<file path="src/rtl/counter_8bit_monitor.sv">
// rtl/counter_8bit_monitor.sv - step checker and position extender for an 8-bit up/down counter
//
// Watches the count/overflow outputs of an 8-bit up/down counter together with
// the enable/direction that produced them. Every transition is checked while
// LOCKED. Accepted steps extend the count into an EXT_W-bit position, where the
// upper bits form a wrap epoch. The first mismatch latches FAULT until resync.
module counter_8bit_monitor #(
  parameter int EXT_W = 16,  // must be >= 9; upper EXT_W-8 bits are the wrap epoch
  parameter int ERR_W = 8
) (
  input  logic             clk,
  input  logic             rst_n,
  input  logic             obs_valid,
  input  logic             obs_dir,
  input  logic [7:0]       count_in,
  input  logic             overflow_in,
  input  logic             resync,
  output logic [EXT_W-1:0] ext_count,
  output logic             wrap_up,
  output logic             wrap_down,
  output logic             step_err,
  output logic [ERR_W-1:0] err_cnt,
  output logic             locked,
  output logic             fault
);

  localparam int EP_W = EXT_W - 8;
  localparam logic [EP_W-1:0]  EP_ZERO  = '0;
  localparam logic [EP_W-1:0]  EP_ONE   = {{(EP_W-1){1'b0}}, 1'b1};
  localparam logic [ERR_W-1:0] ERR_ONE  = {{(ERR_W-1){1'b0}}, 1'b1};
  localparam logic [7:0]       CNT_ONE  = 8'd1;
  localparam logic [7:0]       CNT_MAX  = 8'hFF;
  localparam logic [7:0]       CNT_ZERO = 8'h00;

  typedef enum logic [1:0] {
    ST_UNLOCKED = 2'd0,
    ST_LOCKED   = 2'd1,
    ST_FAULT    = 2'd2
  } state_e;

  state_e           state_q;
  logic [EXT_W-1:0] ext_q;
  logic             prev_ovf_q;
  logic             wrap_up_q;
  logic             wrap_down_q;
  logic             step_err_q;
  logic [ERR_W-1:0] err_cnt_q;

  // Views of the extended position: low byte is the last accepted count.
  logic [7:0]      prev_count;
  logic [EP_W-1:0] epoch;
  assign prev_count = ext_q[7:0];
  assign epoch      = ext_q[EXT_W-1:8];

  logic [7:0]      exp_count_d;
  logic            exp_ovf_d;
  logic            match_d;
  logic            hit_wrap_up_d;
  logic            hit_wrap_down_d;
  logic [EP_W-1:0] epoch_d;
  logic [ERR_W-1:0] err_cnt_d;

  // Predict what the counter must present this cycle given the last accepted value.
  always_comb begin
    exp_count_d     = prev_count;
    exp_ovf_d       = prev_ovf_q;
    hit_wrap_up_d   = 1'b0;
    hit_wrap_down_d = 1'b0;
    if (obs_valid) begin
      if (obs_dir) begin
        exp_count_d   = prev_count + CNT_ONE;
        hit_wrap_up_d = (prev_count == CNT_MAX);
        exp_ovf_d     = hit_wrap_up_d;
      end else begin
        exp_count_d     = prev_count - CNT_ONE;
        hit_wrap_down_d = (prev_count == CNT_ZERO);
        exp_ovf_d       = hit_wrap_down_d;
      end
    end
    match_d = (count_in == exp_count_d) && (overflow_in == exp_ovf_d);
  end

  // Epoch follows accepted wraps; error counter saturates at all-ones.
  always_comb begin
    epoch_d = epoch;
    if (hit_wrap_up_d) begin
      epoch_d = epoch + EP_ONE;
    end else if (hit_wrap_down_d) begin
      epoch_d = epoch - EP_ONE;
    end
    err_cnt_d = (&err_cnt_q) ? err_cnt_q : (err_cnt_q + ERR_ONE);
  end

  // Lock/check/fault state machine with all outputs registered.
  always_ff @(posedge clk or negedge rst_n) begin
    if (!rst_n) begin
      state_q     <= ST_UNLOCKED;
      ext_q       <= '0;
      prev_ovf_q  <= 1'b0;
      wrap_up_q   <= 1'b0;
      wrap_down_q <= 1'b0;
      step_err_q  <= 1'b0;
      err_cnt_q   <= '0;
    end else begin
      wrap_up_q   <= 1'b0;
      wrap_down_q <= 1'b0;
      step_err_q  <= 1'b0;
      if (resync) begin
        // Resync overrides any check this cycle; err_cnt is deliberately kept.
        state_q <= ST_UNLOCKED;
      end else begin
        case (state_q)
          ST_UNLOCKED: begin
            ext_q      <= {EP_ZERO, count_in};
            prev_ovf_q <= overflow_in;
            state_q    <= ST_LOCKED;
          end
          ST_LOCKED: begin
            if (match_d) begin
              ext_q       <= {epoch_d, count_in};
              prev_ovf_q  <= overflow_in;
              wrap_up_q   <= hit_wrap_up_d;
              wrap_down_q <= hit_wrap_down_d;
            end else begin
              step_err_q <= 1'b1;
              err_cnt_q  <= err_cnt_d;
              state_q    <= ST_FAULT;
            end
          end
          ST_FAULT: begin
            state_q <= ST_FAULT;
          end
          default: begin
            state_q <= ST_UNLOCKED;
          end
        endcase
      end
    end
  end

  assign ext_count = ext_q;
  assign wrap_up   = wrap_up_q;
  assign wrap_down = wrap_down_q;
  assign step_err  = step_err_q;
  assign err_cnt   = err_cnt_q;
  assign locked    = (state_q == ST_LOCKED);
  assign fault     = (state_q == ST_FAULT);

endmodule
</file>
<file path="config.mk">
export PLATFORM = sky130hd
export DESIGN_NAME = counter_8bit_monitor
export DESIGN_NICKNAME = d
export VERILOG_FILES = /design/src/rtl/counter_8bit_monitor.sv
export SDC_FILE = /design/constraint.sdc
export NUM_CORES = 1
export LEC_CHECK = 0
export ABC_AREA = 1
export BUFFER_PORTS_ARGS = -buffer_cell sky130_fd_sc_hd__clkbuf_2
export CAP_MARGIN = 20
export CORE_MARGIN = 2
export CORE_UTILIZATION = 50
export DETAILED_ROUTE_END_ITERATION = 12
export HOLD_SLACK_MARGIN = 0.15
export PLACE_DENSITY = 0.79
export SYNTH_ARGS = -nofsm -noshare
export SYNTH_HDL_FRONTEND = slang
export SYNTH_SLANG_ARGS = --single-unit
export TNS_END_PERCENT = 5
</file>
<file path="constraint.sdc">
create_clock -name clk -period 2.16 [get_ports clk]
set_input_delay 0.216 -clock clk [delete_from_list [all_inputs] [get_ports clk]]
set_output_delay 0.216 -clock clk [all_outputs]
set_load 0.005 [all_outputs]
</file>
==> results of run 1 <==
registers in the layout (all words and copies together) (netlist names):
register	flops
state_q	2
err_cnt	8
prev_ovf_q	1
wrap_down	1
wrap_up	1
step_err	1
ext_count	16
layout by cell type, fill, tap and decap left out, types with 2 or more instances in the layout:
cell type,count
nand3_2,6
xor2_1,4
nor2_1,24
or2_1,2
nand3_4,2
xnor2_1,5
nand2_2,8
inv_2,5
nand3_1,44
o21ai_0,2
nor2_4,3
buf_6,4
o21ai_1,8
a21oi_1,9
clkbuf_2,42
nand2_8,3
ha_1,14
ha_4,2
clkbuf_1,2
clkbuf_8,5
nand3b_1,6
inv_1,36
nor3_1,2
nand2_1,117
nor2_2,2
dfrtp_1,30
buf_4,30
logic make-up (layout without fill, tap and decap cells):
| kind of cell | Yosys count | in the layout | share of synthesized area (%) |
|---|---|---|---|
| DFF | 30 | 30 | 31.8 |
| AOI/OAI and AO/OA | 24 | 24 | 5.40 |
| adders and majority gates | 18 | 18 | 10.2 |
| xor gates and xnor gates | 9 | 9 | 3.34 |
| and+or+nand+nor | 221 | 221 | 41.3 |
| buffers and inverters | 46 | 127 | 8.05 |
final timing paths:
| check | depth (start not counted) | slack [ns] | to | startpoint |
|---|---|---|---|---|
| max in group asynchronous | 2 | 1.13 | ext_count[5]$_DFFE_PN0P_ | rst_n |
| min | 3 | 0.20 | ext_count[6]$_DFFE_PN0P_ | count_in[6] |
| min reg2reg | 2 | 0.51 | ext_count[10]$_DFFE_PN0P_ | ext_count[10]$_DFFE_PN0P_ |
| max | 17 | -0.18 | ext_count[4]$_DFFE_PN0P_ | ext_count[0]$_DFFE_PN0P_ |
| max reg2reg | 17 | -0.18 | ext_count[4]$_DFFE_PN0P_ | ext_count[0]$_DFFE_PN0P_ |
| min in group asynchronous | 2 | 0.54 | ext_count[10]$_DFFE_PN0P_ | rst_n |
per-layer routing:
layer	up-vias	wire [microns]
met5	-	0
met2	88	3140
met1	1184	2880
met4	0	168
met3	15	306
li1	1277	-
cell type report:
type                            count  share of cell area (%)
Clock buffer                        7                    2.42
Clock inverter                      1                   0.952
Inverter                           42                    5.00
Multi-Input combinational cell    272                    50.1
Sequential cell                    30                    23.8
Tap cell                           54                    2.14
Timing Repair Buffer               77                    15.6
worst max-delay path, delay by kind of cell (launching register included):
| kind | cells | cell delay, ns |
|---|---|---|
| AOI/OAI and AO/OA | 1 | 0.05 |
| DFF | 1 | 0.38 |
| buffers and inverters | 2 | 0.11 |
| adders and majority gates | 1 | 0.53 |
| and+or+nand+nor | 13 | 1.16 |
what timing repair did:
action	in CTS	in global routing
endpoints found under the setup margin	28	30
cloned	1	0
gates resized for setup	13	30
setup buffers	1	1
hold buffers	1	0
hold endpoints to repair	30	0
pin swaps	9	25
power groups by stage:
stage	Sequential [mW]	Clock, mW	Combinational [mW]
2_1_floorplan	0.944	0	1.30
3_3_place_gp	0.914	0	1.99
3_5_place_dp	0.925	0	2.06
4_1_cts	0.918	0.564	2.14
5_1_grt	0.954	0.590	2.65
6_report	0.932	0.561	2.34
==> flow_summary_export.csv, run 1 <==
group,metric,value,unit
status,status,"finished with violations",
status,violations,"negative setup slack",
run,max-cap-violations,0,
timing,hold_viol,0,
global_route,grt_max_degree,31,
floorplan,fp.dieW,72.7,microns
timing,slew_headroom,48.7,%
final_layout,fin_cells,483,
routing,route.vias.total,2564,
clock_tree,cts_tree,"done",
routing,antenna_left,0,
power_and_ir_drop,p_sw,1.71,mW
final_layout,n_antenna_cell,0,
placed_design,place_congestion,0.897,
power_and_ir_drop,switching_share,44.6,%
setup_path,max_stage_delay,0.53,ns
setup_path,crit_arrival,2.50,ns
global_route,met3_usage,4.83,%
clock_tree,cts_max_level,2,
logic_synthesis,synth-seq-cells,30,
global_route,grt_pass1_wl,10600,microns
setup_path,worst_setup_path_end_kind,"flip-flop",
power_and_ir_drop,p_int,2.13,mW
logic_synthesis,yosysWarnings,0,
logic_synthesis,synth-async-reset-ratio,100,%
clock_tree,clkLatencyLatePin,0.28,ns
placed_design,dp.cells,471,
power_and_ir_drop,clockPowerShare,14.6,%
floorplan,coreArea,4630,sq um
logic_synthesis,netlist.area_leader.share,31.8,%
global_route,grt_pass1_vias,2418,
clock_tree,cts-root-buf,"clkbuf_8",
timing,drv_slew,0,
floorplan,dieArea,5290,sq um
setup_path,startpoint_type,"flip-flop",
logic_synthesis,synth.area.top_cells,"dfrtp_1 (32%), nand2_1 (20%), nand3_1 (11%)",
setup_path,cp_slowest_cell,"fa_2",
power_and_ir_drop,pwr-share-comb,61.1,%
global_route,use_met1,32.0,%
final_layout,layout-drive-gt1-share,27.7,%
setup_path,path_class,"flip-flop to flip-flop",
floorplan,num_rows,25,
power_and_ir_drop,ir_drop,581,uV
logic_synthesis,ys_types,30,
logic_synthesis,synth_nets,380,
timing,post-route-period-util,108,%
logic_synthesis,synth_common_cells,"nand2_1 (125), nand3_1 (50), inv_1 (38)",
timing,hold_ws,0.202,ns
placed_design,place_hpwl,4710,microns
routing,drtIter0Drc,191,
setup_path,path_common_cell,"nand2_1",
final_layout,ff_latch_area,751,sq um
placed_design,placed_area,2840,sq um
final_layout,area_growth,33.5,%
global_route,met2_usage,43.8,%
setup_path,path_max_fanout,9,
routing,wl_per_cell,13.4,microns
logic_synthesis,synth_largest_area_cell,"dfrtp_1",
logic_synthesis,synthMostInstantiatedCell,"nand2_1",
timing,fmax,428,MHz
final_layout,multi_input_area,1580,sq um
power_and_ir_drop,power.total,3.84,mW
logic_synthesis,ys.flop_type,"dfrtp_1",
timing,skew,0.00423,ns
timing,tightest_slew,0.769,ns
logic_synthesis,yosysSeqAreaShare,31.8,%
floorplan,start_util,51.0,%
min_path,holdCritPathClass,"primary input to flip-flop",
clock_tree,cts_sinks,30,
routing,drc,0,
global_route,busiest_layer,"met2",
routing,routed_wl,6490,microns
placed_design,pre_cts_ws,-0.271,ns
clock_tree,clk_pin_slew,0.07,ns
floorplan,pin_count,43,
logic_synthesis,synth_area,2360,sq um
final_layout,final_core_util,68.1,%
clock_tree,cts_inserted_buffers,5,
timing,fin_crit,2.34,ns
logic_synthesis,synth_edf_count,0,
setup_path,critPathRequiredTime,2.33,ns
timing,rsz0062_at_grt,"true",
timing,tns,-3.44,ns
routing,avgViaCountPerCell,5.31,
final_layout,fillerInstances,382,
global_route,grt-ovfl-total,0,
final_layout,final_nets,460,
global_route,grtUsageTotal,25.8,%
logic_synthesis,synthCells,348,
power_and_ir_drop,powerDensity,1220,nW/um^2
power_and_ir_drop,power_frac_seq,24.3,%
global_route,antenna_found_initial,0,
final_layout,finalInstanceArea,3150,sq um
floorplan,dieHeight,72.7,microns
placed_design,portBuffers,42,
timing,final.setup.worst_slack,-0.176,ns
power_and_ir_drop,p_leak,1.73,nW
logic_synthesis,synth_area_per_cell,6.79,sq um
timing,setup_viol_count_final,27,
setup_path,critical_path.cell_chain,"inv_2 > fa_2 > nand2_2 > o21ai_2 > nand2_1 > nand2_1 > nand2_1 > inv_2 > nand2_2 > nor2_4 > nand3_2 > nor2_4 > nand3_4 > nand2_8 > nand2_8 > nand2_1 > nand2_1",
routing,drt_first_pass_iters,5,
clock_tree,clk_path_buf_depth,2,
Note: power is estimated with default switching activity, not from simulation.
==> run 2: changes to the inputs <==
- CORE_MARGIN: 2 -> 10
- CTS_BUF_LIST: unset -> sky130_fd_sc_hd__clkbuf_8
==> flow_summary_export.csv, run 2 (same netlist as run 1, synthesis figures left out) <==
group,metric,value,unit
setup_path,cp_slowest_cell,"dfrtp_1",
final_layout,area_growth,34.1,%
floorplan,coreArea,4470,sq um
timing,post-route-period-util,109,%
routing,wl_per_cell,13.9,microns
routing,routed_wl,6720,microns
setup_path,reg2reg_from,"ext_count[1]$_DFFE_PN0P_",
global_route,grt_pass1_vias,2383,
floorplan,fp.dieW,88.7,microns
routing,drtIter0Drc,126,
routing,route.vias.total,2574,
min_path,min_to,"ext_count[3]$_DFFE_PN0P_",
setup_path,path_delay_family,"simple AND/OR/NAND/NOR gates",
placed_design,place_congestion,0.864,
clock_tree,cts_sinks,30,
timing,fmax,424,MHz
placed_design,portBuffers,42,
global_route,grt_pass1_wl,10600,microns
final_layout,n_antenna_cell,0,
routing,avgViaCountPerCell,5.33,
setup_path,max_stage_delay,0.38,ns
final_layout,finalInstanceArea,3170,sq um
min_path,holdCritPathClass,"primary input to flip-flop",
routing,drt_first_pass_iters,4,
timing,skew,0.00566,ns
setup_path,worst_setup_path_end_kind,"flip-flop",
power_and_ir_drop,switching_share,45.7,%
power_and_ir_drop,pwr-share-comb,62.9,%
timing,slew_headroom,48.4,%
setup_path,timing.rr.end,"ext_count[5]$_DFFE_PN0P_",
clock_tree,clkLatencyLatePin,0.29,ns
setup_path,critical_path.cell_chain,"inv_2 > fa_2 > inv_1 > nand2_1 > nand2_2 > nand3b_1 > nand3_1 > nand3_1 > nand3_1 > nand2_1 > nor2_4 > nand3_4 > nand2_8 > nand2_8 > nand2_1 > nand2_1",
floorplan,pin_count,43,
setup_path,path_common_cell,"nand2_1",
global_route,grt_max_degree,31,
setup_path,startpoint_type,"flip-flop",
power_and_ir_drop,p_int,2.05,mW
status,violations,"negative setup slack",
final_layout,final_nets,462,
timing,tns,-3.71,ns
timing,drv_slew,0,
clock_tree,clk_path_buf_depth,2,
power_and_ir_drop,power_frac_seq,24.7,%
run,max-cap-violations,0,
final_layout,fin_cells,483,
power_and_ir_drop,power.total,3.79,mW
clock_tree,cts_inserted_buffers,5,
min_path,hold_depth,3,
final_layout,largest_reg_flops,16,
final_layout,layout-drive-gt1-share,29.0,%
min_path,min-delay-start,"count_in[3]",
floorplan,start_util,52.8,%
setup_path,critical_path_buf_inv_count,2,
timing,rsz0062_at_grt,"true",
final_layout,ff_latch_area,751,sq um
floorplan,dieArea,7870,sq um
setup_path,crit_arrival,2.53,ns
setup_path,path_max_fanout,9,
floorplan,num_rows,24,
power_and_ir_drop,p_sw,1.73,mW
timing,tightest_slew,0.773,ns
placed_design,dp.cells,470,
final_layout,multi_input_area,1590,sq um
timing,hold_ws,0.190,ns
status,status,"finished with violations",
clock_tree,clk_pin_slew,0.06,ns
setup_path,ff2ff_setup_slack,-0.20,ns
setup_path,critPathRequiredTime,2.34,ns
placed_design,placed_area,2850,sq um
final_layout,final_cell_mix,"nand2_1 (117), clkbuf_2 (42), nand3_1 (39)",
timing,final.setup.worst_slack,-0.197,ns
timing,hold_viol,0,
clock_tree,cts-root-buf,"clkbuf_8",
final_layout,final_core_util,70.8,%
final_layout,final_common_cell,"nand2_1",
power_and_ir_drop,clockPowerShare,12.3,%
clock_tree,cts_max_level,2,
power_and_ir_drop,powerDensity,1200,nW/um^2
routing,antenna_left,0,
power_and_ir_drop,ir_drop,558,uV
global_route,grtUsageTotal,16.8,%
global_route,antenna_found_initial,0,
setup_path,path_class,"flip-flop to flip-flop",
placed_design,pre_cts_ws,-0.255,ns
placed_design,place_hpwl,4860,microns
floorplan,dieHeight,88.7,microns
global_route,grt-ovfl-total,0,
clock_tree,cts_tree,"done",
timing,setup_viol_count_final,27,
timing,fin_crit,2.36,ns
setup_path,r2r_cells,16,
routing,drc,0,
power_and_ir_drop,p_leak,1.74,nW
final_layout,fillerInstances,344,
## run 2: worst max path at each step
stage	from	end	slack [ns]	cells past startpoint
finish	ext_count[1]$_DFFE_PN0P_	ext_count[5]$_DFFE_PN0P_	-0.20	16
floorplan	ext_count[0]$_DFFE_PN0P_	ext_count[1]$_DFFE_PN0P_	-0.08	17
global route	ext_count[1]$_DFFE_PN0P_	ext_count[7]$_DFFE_PN0P_	-0.38	17
detailed placement	obs_dir	prev_ovf_q$_DFFE_PN0P_	-0.25	16
global placement	obs_dir	ext_count[3]$_DFFE_PN0P_	-0.18	16
CTS	ext_count[0]$_DFFE_PN0P_	ext_count[15]$_DFFE_PN0P_	-0.14	14
## run 2: what timing repair did
item                       in CTS  in global routing
pin swaps                       6                 26
setup buffers                   3                  1
setup endpoints to repair      28                 30
gates resized for setup        14                 33
hold buffers                    1                  0
hold endpoints to repair       30                  0
## run 2: cell type report
type                    count  share of cell area [%]
multi-input cells         272                    50.2
inverters                  42                    4.98
clock buffers               6                    2.61
repair buffers             79                    16.2
well taps                  52                    2.05
clock inverters             2                   0.277
flip-flops and latches     30                    23.7
## run 2: routing by layer
| layer | wire length, microns | track usage (%) |
|---|---|---|
| met3 | 521 | 4.69 |
| met4 | 110 | 6.46 |
| met5 | 0 | 0 |
| met2 | 3270 | 27.7 |
| met1 | 2820 | 20.4 |
## run 2: power groups by stage
stage | combinational [mW] | sequential (mW) | clock, mW
6_report | 2.38 | 0.937 | 0.467
5_1_grt | 2.67 | 0.964 | 0.503
4_1_cts | 2.19 | 0.926 | 0.472
3_5_place_dp | 2.10 | 0.933 | 0
3_3_place_gp | 2.03 | 0.924 | 0
2_1_floorplan | 1.30 | 0.944 | 0
## run 2: worst reg2reg max path: cells and delay by family, from the launching register on
family / cells / cell delay, ns
buffers and inverters: 2 / 0.12
DFF: 1 / 0.38
and+or+nand+nor: 13 / 1.39
adders and majority gates: 1 / 0.36
==> run 3: changes to the inputs <==
- GPL_TIMING_DRIVEN: unset -> 0
==> flow_summary_export.csv, run 3 (same netlist as run 1, synthesis figures left out) <==
group,metric,value,unit
status,status,"finished with violations",
status,violations,"negative setup slack",
timing,slew_headroom,50.8,%
global_route,grtUsageTotal,15.5,%
setup_path,timing.rr.end,"ext_count[2]$_DFFE_PN0P_",
power_and_ir_drop,power.total,3.53,mW
min_path,min-delay-start,"count_in[3]",
clock_tree,cts_max_level,2,
timing,drv_slew,0,
floorplan,dieHeight,88.7,microns
clock_tree,clkLatencyLatePin,0.28,ns
floorplan,coreArea,4470,sq um
timing,fmax,419,MHz
clock_tree,cts_inserted_buffers,5,
timing,skew,0.00677,ns
routing,drtIter0Drc,167,
setup_path,critPathRequiredTime,2.38,ns
timing,hold_ws,0.199,ns
floorplan,start_util,52.8,%
power_and_ir_drop,ir_drop,609,uV
floorplan,pin_count,43,
final_layout,area_growth,26.0,%
min_path,min_to,"ext_count[3]$_DFFE_PN0P_",
global_route,grt_pass1_wl,9980,microns
routing,drc,0,
timing,setup_viol_count_final,29,
final_layout,layout-drive-gt1-share,24.5,%
setup_path,reg2reg_from,"ext_count[0]$_DFFE_PN0P_",
power_and_ir_drop,powerDensity,1180,nW/um^2
timing,final.setup.worst_slack,-0.225,ns
timing,post-route-period-util,110,%
setup_path,crit_arrival,2.60,ns
placed_design,dp.cells,442,
clock_tree,cts-root-buf,"clkbuf_8",
final_layout,final_cell_mix,"nand2_1 (119), nand3_1 (46), clkbuf_2 (42)",
floorplan,fp.dieW,88.7,microns
final_layout,final_nets,439,
setup_path,path_class,"flip-flop to flip-flop",
min_path,hold_depth,3,
clock_tree,cts_tree,"done",
setup_path,path_max_fanout,6,
global_route,antenna_found_initial,0,
floorplan,num_rows,24,
power_and_ir_drop,p_leak,1.63,nW
global_route,grt_pass1_vias,2264,
final_layout,n_antenna_cell,0,
clock_tree,cts_sinks,30,
placed_design,place_hpwl,4340,microns
setup_path,r2r_cells,17,
setup_path,ff2ff_setup_slack,-0.22,ns
timing,tightest_slew,0.738,ns
routing,drt_first_pass_iters,4,
routing,routed_wl,6070,microns
min_path,holdCritPathClass,"primary input to flip-flop",
final_layout,largest_reg_flops,16,
routing,antenna_left,0,
timing,tns,-4.61,ns
global_route,grt_max_degree,31,
timing,hold_viol,0,
floorplan,dieArea,7870,sq um
setup_path,worst_setup_path_end_kind,"flip-flop",
routing,avgViaCountPerCell,5.21,
timing,rsz0062_at_grt,"true",
routing,wl_per_cell,13.2,microns
placed_design,portBuffers,42,
timing,fin_crit,2.38,ns
global_route,grt-ovfl-total,0,
final_layout,fin_cells,460,
clock_tree,clk_path_buf_depth,2,
final_layout,final_common_cell,"nand2_1",
clock_tree,clk_pin_slew,0.06,ns
run,max-cap-violations,0,
placed_design,place_congestion,0.838,
routing,route.vias.total,2398,
setup_path,startpoint_type,"flip-flop",
## run 3: cell types whose count changed in the layout (fill, tap and decap cells not counted), moves of 2 or more
| cell | delta |
|---|---|
| buf_4 | -22 |
| buf_6 | -4 |
| dfrtp_1 | -5 |
| nand3_1 | +7 |
| nand2_1 | +2 |
| dfrtp_2 | +5 |
| nand3_2 | -7 |
| nand2_2 | -2 |
| ha_4 | +2 |
## run 3: power breakdown
| part | internal, mW | switching, mW |
|---|---|---|
| Combinational | 0.923 | 1.17 |
| Clock | 0.252 | 0.206 |
| Sequential | 0.751 | 0.220 |
| Total | 1.93 | 1.60 |
## run 3: how the worst max path moves through the flow
stage | from | endpoint | slack (ns) | depth (start not counted)
after floorplan | ext_count[0]$_DFFE_PN0P_ | ext_count[1]$_DFFE_PN0P_ | -0.08 | 17
after global placement | ext_count[0]$_DFFE_PN0P_ | prev_ovf_q$_DFFE_PN0P_ | -0.42 | 17
after global routing | ext_count[1]$_DFFE_PN0P_ | ext_count[2]$_DFFE_PN0P_ | -0.38 | 17
final | ext_count[0]$_DFFE_PN0P_ | ext_count[2]$_DFFE_PN0P_ | -0.22 | 17
after CTS | ext_count[0]$_DFFE_PN0P_ | ext_count[13]$_DFFE_PN0P_ | -0.18 | 17
after detailed placement | ext_count[0]$_DFFE_PN0P_ | ext_count[6]$_DFFE_PN0P_ | -0.48 | 17
## run 3: per-stage QoR
step	util [%]	cell area (sq um)	worst slack [ns]
floorplan	-	2360	-0.0825
global placement	58.9	2640	-0.420
finish	66.5	2980	-0.225
global route	66.5	2980	-0.383
CTS	63.3	2830	-0.183
detailed placement	58.9	2640	-0.478
## run 3: layer usage
layer	global-route usage, %	vias to the layer above	routed length, microns	part of all wire, %
li1	-	1236	-	-
met1	19.7	1100	2690	44
met2	25.3	58	2920	48
met3	4.41	4	424	7.0
met4	3.38	0	36	0.59
met5	0	-	0	0
## run 3: what timing repair did
action | 4_1_cts | 5_1_grt
hold buffers | 1 | 0
setup endpoints to repair | 30 | 30
gates resized for setup | 18 | 21
buffers inserted | 5 | 3
hold endpoints to repair | 30 | 0
pin swaps | 10 | 16
gates cloned | 0 | 1
## run 3: area by class of cell
type,count,area (sq um)
clock buffers,6,82.6
inverters,42,158
fillers,386,1500
flip-flops and latches,30,757
multi-input cells,272,1560
repair buffers,52,309
well taps,52,65.1
plain buffers,4,38.8
clock inverters,2,8.76
## run 3: worst max-delay path, cell delays in order, from the launching register on
cell and delay [ns]:
dfrtp_2 0.38, inv_2 0.04, fa_2 0.52, nand2_2 0.05, o21ai_1 0.08, nand2_1 0.07, nand2_1 0.06, nand2_1 0.06
inv_2 0.06, nand2_2 0.08, nor2_4 0.14, nand3_2 0.09, nor2_4 0.14, nand3_4 0.13, nand2_8 0.14, buf_4 0.14
nand3_1 0.08, nand2_1 0.08
